### config.mk
export PLATFORM = sky130hd
export DESIGN_NAME = mul_8x4_seq
export DESIGN_NICKNAME = d
export VERILOG_FILES = /design/src/rtl/mul_8x4_pkg.sv /design/src/rtl/add_12bit.sv /design/src/rtl/mul_8x4_seq.sv
export SDC_FILE = /design/constraint.sdc
export NUM_CORES = 1
export LEC_CHECK = 0
export ABC_AREA = 1
export CORE_ASPECT_RATIO = 0.9
export CORE_MARGIN = 1.5
export CORE_UTILIZATION = 45
export DETAILED_ROUTE_END_ITERATION = 8
export DONT_BUFFER_PORTS = 1
export PLACE_DENSITY = 0.61
export SYNTH_ARGS = -nofsm -noshare
export SYNTH_HDL_FRONTEND = slang
export SYNTH_HIERARCHICAL = 1
export SYNTH_SLANG_ARGS = --single-unit
### constraint.sdc
create_clock -name clk_i -period 5.8 [get_ports clk_i]
set_clock_uncertainty 0.2 [all_clocks]
set_input_delay 1.45 -clock clk_i [delete_from_list [all_inputs] [get_ports clk_i]]
set_output_delay 1.45 -clock clk_i [all_outputs]
set_load 0.01 [all_outputs]
### src/rtl/mul_8x4_pkg.sv
// mul_8x4_pkg: shared widths and FSM state type for the shift-add multiply-accumulate block
package mul_8x4_pkg;
    localparam int W_MCAND = 8;
    localparam int W_MPLR  = 4;
    localparam int W_ADD   = 5;
    localparam int W_RES   = 12;
    localparam int CNT_W   = $clog2(W_MPLR);
    typedef enum logic [1:0] {IDLE, RUN, DONE} mul_state_e;
endpackage

### src/rtl/add_12bit.sv
// add_12bit: combinational ripple adder computing a + (en ? b : 0)
// Ports: a, b - W-bit operands; en - gates b (multiplier bit); sum - W-bit sum, carry-out dropped
module add_12bit import mul_8x4_pkg::*; #(
    parameter int W = W_RES
) (
    input  logic [W-1:0] a,
    input  logic [W-1:0] b,
    input  logic         en,
    output logic [W-1:0] sum
);
    logic [W-1:0] g;
    logic [W-1:0] c;
    assign g    = en ? b : '0;
    assign c[0] = 1'b0;
    for (genvar i = 0; i < W; i++) begin : g_sum
        assign sum[i] = a[i] ^ g[i] ^ c[i];
    end
    // The final carry is never needed: the result range is bounded below 2**W.
    for (genvar i = 0; i < W - 1; i++) begin : g_carry
        assign c[i+1] = (a[i] & g[i]) | (c[i] & (a[i] ^ g[i]));
    end
endmodule

### src/rtl/mul_8x4_seq.sv
// mul_8x4_seq: sequential shift-add result = multiplicand * multiplier + addend, fixed W_MPLR iterations
// Ports: clk_i/rst_i - clock, async active-high reset
//        valid_i/ready_o, multiplicand_i, multiplier_i, addend_i - operand handshake
//        valid_o/ready_i, result_o, overflow_o - result handshake; overflow_o flags bits above W_MCAND
module mul_8x4_seq import mul_8x4_pkg::*; #(
    parameter int W_MCAND = mul_8x4_pkg::W_MCAND,
    parameter int W_MPLR  = mul_8x4_pkg::W_MPLR,
    parameter int W_ADD   = mul_8x4_pkg::W_ADD,
    parameter int W_RES   = mul_8x4_pkg::W_RES
) (
    input  logic               clk_i,
    input  logic               rst_i,
    input  logic               valid_i,
    output logic               ready_o,
    input  logic [W_MCAND-1:0] multiplicand_i,
    input  logic [W_MPLR-1:0]  multiplier_i,
    input  logic [W_ADD-1:0]   addend_i,
    output logic               valid_o,
    input  logic               ready_i,
    output logic [W_RES-1:0]   result_o,
    output logic               overflow_o
);
    localparam int CW = $clog2(W_MPLR);
    mul_state_e        state;
    logic [W_RES-1:0]  acc;
    logic [W_RES-1:0]  mcand;
    logic [W_RES-1:0]  sum;
    logic [W_MPLR-1:0] mplr;
    logic [CW-1:0]     cnt;
    add_12bit #(.W(W_RES)) u_add (
        .a  (acc),
        .b  (mcand),
        .en (mplr[0]),
        .sum(sum)
    );
    always_ff @(posedge clk_i or posedge rst_i) begin
        if (rst_i) begin
            state <= IDLE;
            acc   <= '0;
            mcand <= '0;
            mplr  <= '0;
            cnt   <= '0;
        end else begin
            case (state)
                IDLE: if (valid_i) begin
                    state <= RUN;
                    mcand <= W_RES'(multiplicand_i);
                    mplr  <= multiplier_i;
                    acc   <= W_RES'(addend_i);
                    cnt   <= '0;
                end
                // Always runs all W_MPLR steps so latency is independent of the operands.
                RUN: begin
                    acc   <= sum;
                    mcand <= mcand << 1;
                    mplr  <= mplr >> 1;
                    cnt   <= cnt + CW'(1);
                    if (cnt == CW'(W_MPLR - 1)) state <= DONE;
                end
                DONE: if (ready_i) state <= IDLE;
                default: state <= IDLE;
            endcase
        end
    end
    assign ready_o    = (state == IDLE);
    assign valid_o    = (state == DONE);
    assign result_o   = acc;
    assign overflow_o = |acc[W_RES-1:W_MCAND];
endmodule

==> impl_metrics.ini, run 1 <==
[status]
outcome = finished clean

[clocking]
clockBufferDepth = 2
cts_setup_buffers = 0
cts_buffers = 5
clk_pin_slew_ns = 0.07
cts.htree.levels = 2
holdBufCountCts = 0
cts_root_buffer = clkbuf_8
clock_sinks = 32
cts_tree = done
cts_resized = 0
clk_latency_ns = 0.29

[synthesis]
synth-simple-area-share = 0.2768
synth.distinct_cells = 21
syn_area_um2 = 1889
muxShareOfSynthArea = 0
yosys_warnings = 6
syn_area_per_cell_um2 = 7.527
syn_nets = 284
synth_top_family_by_area = simple AND/OR/NAND/NOR gates
synth_compound_area_frac = 0.03377
synth_xor_xnor_area_share = 0
synth_seq_cells = 32
yosys.area_share.adder = 0.1192
synth_seq_area_share = 0.4238
synthCells = 251

[floorplan]
io_pins = 36
initial_core_util = 0.4669
fp.dieH_um = 64.47
dieArea_um2 = 4597
fp-row-count = 22
die_w_um = 71.30
coreArea_um2 = 4046

[placement]
io_buffers = 0
place_congestion = 0.7255
post-place-ws_ns = 0.8860
post-dp-hpwl_mm = 2.510
placed_cell_area_um2 = 1902

[sta]
slew_headroom = 0.4871
finalWorstPathRequiredPeriod_ns = 4.973
hold_viol_final = 0
grt_setup_unrepaired = false
setup_viol = 0
maxSlewViolCount = 0
worst_pin_slew_ns = 0.7693
setup_tns_ns = 0
fmax_mhz = 201.1
layout_setup_ws_ns = 0.8271
post-route-period-util = 0.8574

[power_and_ir_drop]
powerDensity_nw_per_um2 = 609.5
p_leak_nw = 1.196
irDropWorstVdd_mv = 0.3367
p_total_mw = 1.236

[global_routing]
grt_pass1_wl_mm = 6.479
track_usage = 0.1879
grt_overflow = 0
grt_max_degree = 33
grt_pass1_vias = 1286
antenna_found_initial = 0

[critical_path]
worstReg2RegStart = mplr[0]
start_kind = flip-flop
r2r_cells = 21
path_max_fanout = 13
cp-end-kind = flip-flop
cp_data_required_time_ns = 5.76
rrSetupSlack_ns = 0.83
worst_r2r_endpoint = result_o[11]
crit_arrival_ns = 4.93
critical_path_class = flip-flop to flip-flop

[final_layout]
nNetsFinal = 284
regArea_um2 = 800.8
final_cell_mix = nand2_1, inv_1, dfrtp_1
fillCellCount = 416
fin_area_um2 = 2028
antennaDiodeCount = 0
layout_commonest_cell = nand2_1
utilization = 0.5012
syn2layout_area_growth_pct = 7.351
drive_above_1_share = 0.05952
multiInputGateArea_um2 = 812.0

[route]
ant_nets = 0
drtIter0Drc = 62
wirelength_mm = 3.780
route.met3.wl_um = 220
met1_length_mm = 1.934
wl_per_cell_um = 12.60
wl_met2_mm = 1.591
vias = 1410
drt_pre_antenna_iters = 4
top_layer_used = met4
drc = 0
vias_per_cell = 4.700

[hold_path]
hold_path_class = flip-flop to flip-flop
holdCritStartpoint = mcand[11]
holdPathStages = 2
hold-path-endpoint = mcand[11]

[job]
drv_cap = 0
## where the power goes
group / switching (mW) / internal, mW / leakage (nW)
clock: 0.0863 / 0.152 / 0.0645
sequential: 0.137 / 0.330 / 0.400
combinational: 0.336 / 0.195 / 0.732
total: 0.559 / 0.677 / 1.20
## sequential cells by signal, summed over array words and instances (netlist names)
register / cells
result_o: 12
cnt: 2
state: 2
mcand: 12
mplr: 4
## per-layer routing
metal,up-vias,GRT usage
met3,2,0.06843
met2,50,0.2558
met4,0,0.07075
li1,730,-
met1,628,0.2720
met5,-,0
## per-stage QoR
step	std cells	hold slack, ns
after CTS	300	0.2789
final	300	0.2746
after floorplan	251	0.2422
after detailed placement	292	0.2616
after global routing	300	0.2979
after global placement	292	0.2600
## worst max path at each step
stage / start / endpoint / slack, ns
floorplan: mplr[0] / result_o[11] / 1.12
finish: mplr[0] / result_o[11] / 0.83
detailed placement: mplr[0] / result_o[11] / 0.89
global route: mplr[0] / result_o[11] / 0.51
CTS: mplr[0] / result_o[11] / 0.81
global placement: mplr[0] / result_o[11] / 0.99
## worst max-delay path, cell delays in order (launching register included)
cell	delay, ns
dfrtp_1	0.51
nand2_1	0.12
inv_1	0.05
ha_1	0.16
inv_1	0.07
fa_1	0.19
fa_1	0.21
fa_1	0.17
inv_1	0.05
fa_1	0.37
fa_1	0.39
fa_1	0.39
fa_1	0.39
fa_1	0.38
fa_1	0.38
fa_1	0.40
inv_1	0.09
nand2_1	0.05
nand3_1	0.08
nand2_1	0.05
nand2_1	0.05
o21ai_0	0.07
## kinds of logic (layout without fill, tap and decap cells)
logic type / Yosys count / after routing
and+or+nand+nor: 129 / 129
buffers and inverters: 66 / 67
DFF: 32 / 32
adders and majority gates: 12 / 12
AOI/OAI and AO/OA: 12 / 12
## final cells by class
| type | instances | share of cell area |
|---|---|---|
| well taps | 48 | 0.02961 |
| clock buffers | 7 | 0.04750 |
| multi-input cells | 153 | 0.4004 |
| flip-flops and latches | 32 | 0.3948 |
| inverters | 57 | 0.1055 |
| clock inverters | 1 | 0.01481 |
| repair buffers | 2 | 0.007403 |
## Yosys cell counts
cell,n,area share
a21oi_1,1,0.0026
buf_2,5,0.013
buf_4,2,0.0079
buf_6,2,0.012
clkinv_1,1,0.0020
dfrtp_1,32,0.42
fa_1,10,0.11
ha_1,2,0.013
inv_1,54,0.11
inv_2,2,0.0040
nand2_1,103,0.20
nand2_2,1,0.0033
nand2_4,1,0.0060
nand3_1,19,0.050
nand4_1,1,0.0033
nor2_1,3,0.0060
nor2_2,1,0.0033
o21ai_0,4,0.011
o21ai_1,5,0.013
o22ai_1,1,0.0033
o31ai_1,1,0.0040
Power figures use the tool's default switching activity.
==> inputs of run 2 (changes only) <==
Settings changed: CORE_UTILIZATION 45 to 55, PLACE_DENSITY 0.61 to 0.71, SYNTH_HIERARCHICAL 1 to unset.
==> run 2 against run 1 <==
Cell count down 13%. Fmax up 1.1%. Sequential power decreased by 4.7%. Synthesized area is 1.3% lower. Final area decreased by 4.1%. Flip-flop and latch count stayed put.
==> impl_metrics.ini, run 2 <==
[sta]
maxSlewViolCount = 0
worst_pin_slew_ns = 0.3958
finalWorstPathRequiredPeriod_ns = 4.920
fmax_mhz = 203.3
hold_viol_final = 0
setup_tns_ns = 0
grt_setup_unrepaired = false
setup_viol = 0
slew_headroom = 0.7362
post-route-period-util = 0.8483

[floorplan]
fp-row-count = 19
initial_core_util = 0.5941
io_pins = 36
coreArea_um2 = 3138
dieArea_um2 = 3748
die_w_um = 64.37
fp.dieH_um = 58.23

[power_and_ir_drop]
powerDensity_nw_per_um2 = 609.8
power_frac_seq = 0.375
irDropWorstVdd_mv = 0.3952
switching_share = 0.4638
p_total_mw = 1.186
p_int_mw = 0.6362
p_leak_nw = 0.9911
comb_power_share = 0.477
p_sw_mw = 0.5502
clkPwrFrac = 0.148

[clocking]
cts_setup_buffers = 0
clockBufferDepth = 2
cts_root_buffer = clkbuf_8
cts.htree.levels = 2
holdBufCountCts = 0
cts_resized = 0
clk_pin_slew_ns = 0.07
clk_latency_ns = 0.28
clock_sinks = 32
cts_buffers = 5
cts_tree = done

[critical_path]
setup.worst_path.start = mplr[0]
path_max_fanout = 13
worst_r2r_endpoint = result_o[11]
start_kind = flip-flop
cp-end-kind = flip-flop
rrSetupSlack_ns = 0.88
crit_arrival_ns = 4.94
crit_end = result_o[11]
cp_data_required_time_ns = 5.82
critical_path_class = flip-flop to flip-flop
worstReg2RegStart = mplr[0]
r2r_cells = 23

[route]
drtIter0Drc = 42
vias = 1368
ant_nets = 0
wl_per_cell_um = 13.05
wirelength_mm = 3.405
vias_per_cell = 5.241
drc = 0
drt_pre_antenna_iters = 4

[synthesis]
syn_area_um2 = 1864
yosys.area.top_type = dfrtp_1
ys.flop_type = dfrtp_1
synth_seq_cells = 32
synth.distinct_cells = 25
ys_top_cells_by_area = dfrtp_1, nand2_1, fa_1
synthTopCellsByCount = nand2_1, inv_1, dfrtp_1
yosys_warnings = 0
synth_edf_count = 0
syn_nets = 251
syn_area_per_cell_um2 = 8.552
synth_top_area_share = 0.4295
synth_seq_area_share = 0.4295
synth_most_common_cell = nand2_1
async_flop_share = 1.000
synthCells = 218

[hold_path]
hold_path_class = flip-flop to flip-flop

[final_layout]
multiInputGateArea_um2 = 847.1
antennaDiodeCount = 0
final_cell_mix = nand2_1, inv_1, dfrtp_1
layout.cells.non_filler = 261
layout_commonest_cell = nand2_1
nNetsFinal = 251
fin_area_um2 = 1946
regArea_um2 = 800.8
fillCellCount = 296
syn2layout_area_growth_pct = 4.363
drive_above_1_share = 0.1050
utilization = 0.6200

[placement]
dp_cells = 253
io_buffers = 0
placed_cell_area_um2 = 1856
place_congestion = 0.7998
post-dp-hpwl_mm = 2.348

[global_routing]
grt_overflow = 0
grt_max_degree = 33
grt_pass1_vias = 1355
antenna_found_initial = 0
track_usage = 0.2128
grt_pass1_wl_mm = 6.044

[job]
drv_cap = 0

[status]
outcome = finished clean
[run 2: cell types whose count changed after synthesis, moves of 4 or more]
cell	previous run	this run
o21ai_2	0	8
buf_2	5	1
inv_1	54	36
o22ai_1	1	8
nand2_1	103	68
nor2_1	3	18
nand3_1	19	5
[run 2: how the worst min path moves through the flow]
stage	slack (ns)	end	start	depth (start not counted)
floorplan	0.25	cnt[1]	cnt[1]	2
global placement	0.26	mplr[2]	mplr[2]	2
detailed placement	0.27	mplr[2]	mplr[2]	2
CTS	0.28	mplr[2]	mplr[2]	2
global route	0.31	cnt[0]	cnt[0]	1
finish	0.28	cnt[0]	cnt[0]	1
[run 2: through the flow]
stage | setup slack [ns] | hold WS, ns
detailed placement | 0.9267 | 0.2660
finish | 0.8800 | 0.2783
floorplan | 1.044 | 0.2458
CTS | 0.8978 | 0.2821
global placement | 1.004 | 0.2580
global route | 0.5153 | 0.3088
[run 2: area by class of cell]
class | instances | share of cell area
clock buffers | 8 | 0.04630
repair buffers | 1 | 0.003859
multi-input cells | 140 | 0.4354
inverters | 38 | 0.07588
well taps | 42 | 0.02701
flip-flops and latches | 32 | 0.4116
[run 2: kinds of logic (layout without fill, tap and decap cells)]
logic type,Yosys count,count (layout),synth area share
DFF,32,32,0.4295
AOI/OAI and AO/OA,30,30,0.1034
buffers and inverters,46,47,0.1161
and+or+nand+nor,98,98,0.2302
adders and majority gates,12,12,0.1208
[run 2: routing by layer]
layer	wire, um	GRT usage	part of all wire
met1	1541	0.2706	0.45
met2	1638	0.3557	0.48
met3	167	0.05243	0.049
met4	57	0.08207	0.017
met5	0	0	0
[run 2: worst max-delay path, cell delays in order, from the launching register on]
cell and delay, ns:
dfrtp_1 0.56, nand2_1 0.09, inv_1 0.07, ha_1 0.13, inv_1 0.04, fa_1 0.38, fa_1 0.38, inv_1 0.08
fa_1 0.18, fa_1 0.16, inv_1 0.05, fa_1 0.38, fa_1 0.39, fa_1 0.39, fa_1 0.37, inv_1 0.07
fa_1 0.15, inv_1 0.05, fa_1 0.40, inv_1 0.09, nand2_1 0.05, nand3_1 0.08, nand3_1 0.06, nand2_1 0.06
[run 2: power groups by stage]
stage | logic, mW | clock network (mW) | registers (mW)
4_1_cts | 0.571 | 0.179 | 0.446
5_1_grt | 0.660 | 0.188 | 0.462
2_1_floorplan | 0.525 | 0 | 0.409
3_3_place_gp | 0.549 | 0 | 0.447
3_5_place_dp | 0.564 | 0 | 0.450
6_report | 0.565 | 0.175 | 0.445
==> inputs of run 3 (changes only) <==
Clock period 5.8 ns to 5.1 ns, I/O delays scaled along.
==> run 3 against run 2 <==
Register-to-register slack got worse by 0.53 ns. Sequential share of layout area shrank 0.29 points. Fmax increased by 3.5%. Global-route usage fell by 0.42 points. Clock-buffer cell count down 1. Wire length increased by 0.65%. Combinational power increased by 18%. Final area up 0.71%. Sequential power rose by 11%. Worst hold slack improved by 0.0057 ns. Critical path type unchanged. Critical endpoint unchanged. Highest routed layer unchanged.
==> impl_metrics.ini, run 3 (synthesized netlist as in run 2, its figures left out) <==
[power_and_ir_drop]
irDropWorstVdd_mv = 0.3814
powerDensity_nw_per_um2 = 696.1
p_leak_nw = 1.001
p_total_mw = 1.364

[critical_path]
critical_path_class = flip-flop to flip-flop
crit_chain = buf_4 -> nand2_1 -> fa_1 -> fa_1 -> inv_1 -> fa_1 -> fa_1 -> inv_1 -> fa_1 -> fa_1 -> fa_1 -> fa_1 -> inv_1 -> fa_1 -> inv_1 -> fa_1 -> inv_1 -> nand2_1 -> nand3_1 -> nand3_1 -> nand2_1
path_max_fanout = 12
cp_top_family = adder cells
cp_data_required_time_ns = 5.11
cp_common_cell = fa_1
start_kind = flip-flop
cp-end-kind = flip-flop
worstReg2RegStart = mplr[0]
setup.worst_path.start = mplr[0]
worst_r2r_endpoint = result_o[11]
cp_num_buf_inv = 6
rrSetupSlack_ns = 0.35
slowest_stage = fa_1
max_stage_delay_ns = 0.42
r2r_cells = 21
crit_arrival_ns = 4.76

[hold_path]
hold-path-endpoint = mplr[2]
holdPathStages = 2
hold_path_class = flip-flop to flip-flop
holdCritStartpoint = mplr[2]

[global_routing]
grt_overflow = 0
antenna_found_initial = 0
grt_pass1_wl_mm = 5.927
track_usage = 0.2085
grt_pass1_vias = 1339
grt_max_degree = 33

[sta]
setup_viol = 0
slew_headroom = 0.7329
maxSlewViolCount = 0
holdWs_ns = 0.2840
hold_viol_final = 0
post-route-period-util = 0.9318
grt_setup_unrepaired = false
worst_pin_slew_ns = 0.4007
finalWorstPathRequiredPeriod_ns = 4.752
fmax_mhz = 210.4
setup_tns_ns = 0

[clocking]
cts_tree = done
clockBufferDepth = 2
cts_root_buffer = clkbuf_8
cts.htree.levels = 2
cts_setup_buffers = 0
clk_pin_slew_ns = 0.06
clk_latency_ns = 0.27
holdBufCountCts = 0
cts_resized = 0
clock_sinks = 32
cts_buffers = 5

[placement]
io_buffers = 0
place_congestion = 0.8320
post-dp-hpwl_mm = 2.406
dp_cells = 254

[route]
vias = 1348
drt_pre_antenna_iters = 4
vias_per_cell = 5.165
wl_per_cell_um = 13.13
wirelength_mm = 3.427
ant_nets = 0
drc = 0
drtIter0Drc = 53

[floorplan]
initial_core_util = 0.5941
io_pins = 36
dieArea_um2 = 3748
fp-row-count = 19
coreArea_um2 = 3138
die_w_um = 64.37
fp.dieH_um = 58.23

[final_layout]
layout_commonest_cell = nand2_1
fillCellCount = 274
antennaDiodeCount = 0
drive_above_1_share = 0.1142
final_cell_mix = nand2_1, inv_1, dfrtp_1
layout.cells.non_filler = 261
syn2layout_area_growth_pct = 5.101
nNetsFinal = 252

[status]
outcome = finished clean

[job]
drv_cap = 0
-- run 3: final cells by class --
class | count | area, um^2 | area share
well taps | 42 | 52.55 | 0.02682
multi-input cells | 140 | 847.1 | 0.4323
inverters | 38 | 147.6 | 0.07535
flip-flops and latches | 32 | 800.8 | 0.4087
repair buffers | 2 | 15.01 | 0.007663
clock buffers | 7 | 96.34 | 0.04917
-- run 3: worst reg2reg max path, cell delays in order (launching register included) --
cell and delay [ns]:
dfrtp_1 0.34, buf_4 0.18, nand2_1 0.09, fa_1 0.41
fa_1 0.37, inv_1 0.09, fa_1 0.19, fa_1 0.17
inv_1 0.05, fa_1 0.38, fa_1 0.41, fa_1 0.40
fa_1 0.37, inv_1 0.08, fa_1 0.16, inv_1 0.05
fa_1 0.42, inv_1 0.10, nand2_1 0.05, nand3_1 0.08
nand3_1 0.07, nand2_1 0.06
-- run 3: how the worst max path moves through the flow --
| stage | slack (ns) | cells past startpoint | end |
|---|---|---|---|
| 2_1_floorplan | 0.34 | 23 | result_o[11] |
| 3_3_place_gp | 0.52 | 20 | result_o[11] |
| 3_5_place_dp | 0.36 | 21 | result_o[11] |
| 4_1_cts | 0.33 | 21 | result_o[11] |
| 5_1_grt | 0.12 | 23 | result_o[11] |
| 6_report | 0.35 | 21 | result_o[11] |
-- run 3: metrics by stage --
stage / setup WS (ns) / cell area (um^2) / util
2_1_floorplan: 0.3439 / 1864 / -
4_1_cts: 0.3274 / 1959 / 0.6244
5_1_grt: 0.1202 / 1959 / 0.6244
6_report: 0.3478 / 1959 / 0.6244
3_3_place_gp: 0.5238 / 1863 / 0.5937
3_5_place_dp: 0.3635 / 1863 / 0.5937
-- run 3: report_power, final --
part	total, mW	internal [mW]	switching, mW
Sequential	0.494	0.376	0.118
Combinational	0.665	0.245	0.420
Clock	0.205	0.120	0.0846
-- run 3: layer usage --
layer	part of all wire	GRT usage	wire length, um	up-vias
li1	-	-	-	660
met1	0.45	0.2590	1541	657
met4	0.0050	0.04559	17	0
met5	0	0	0	-
met3	0.050	0.06796	170	2
met2	0.50	0.3601	1698	29
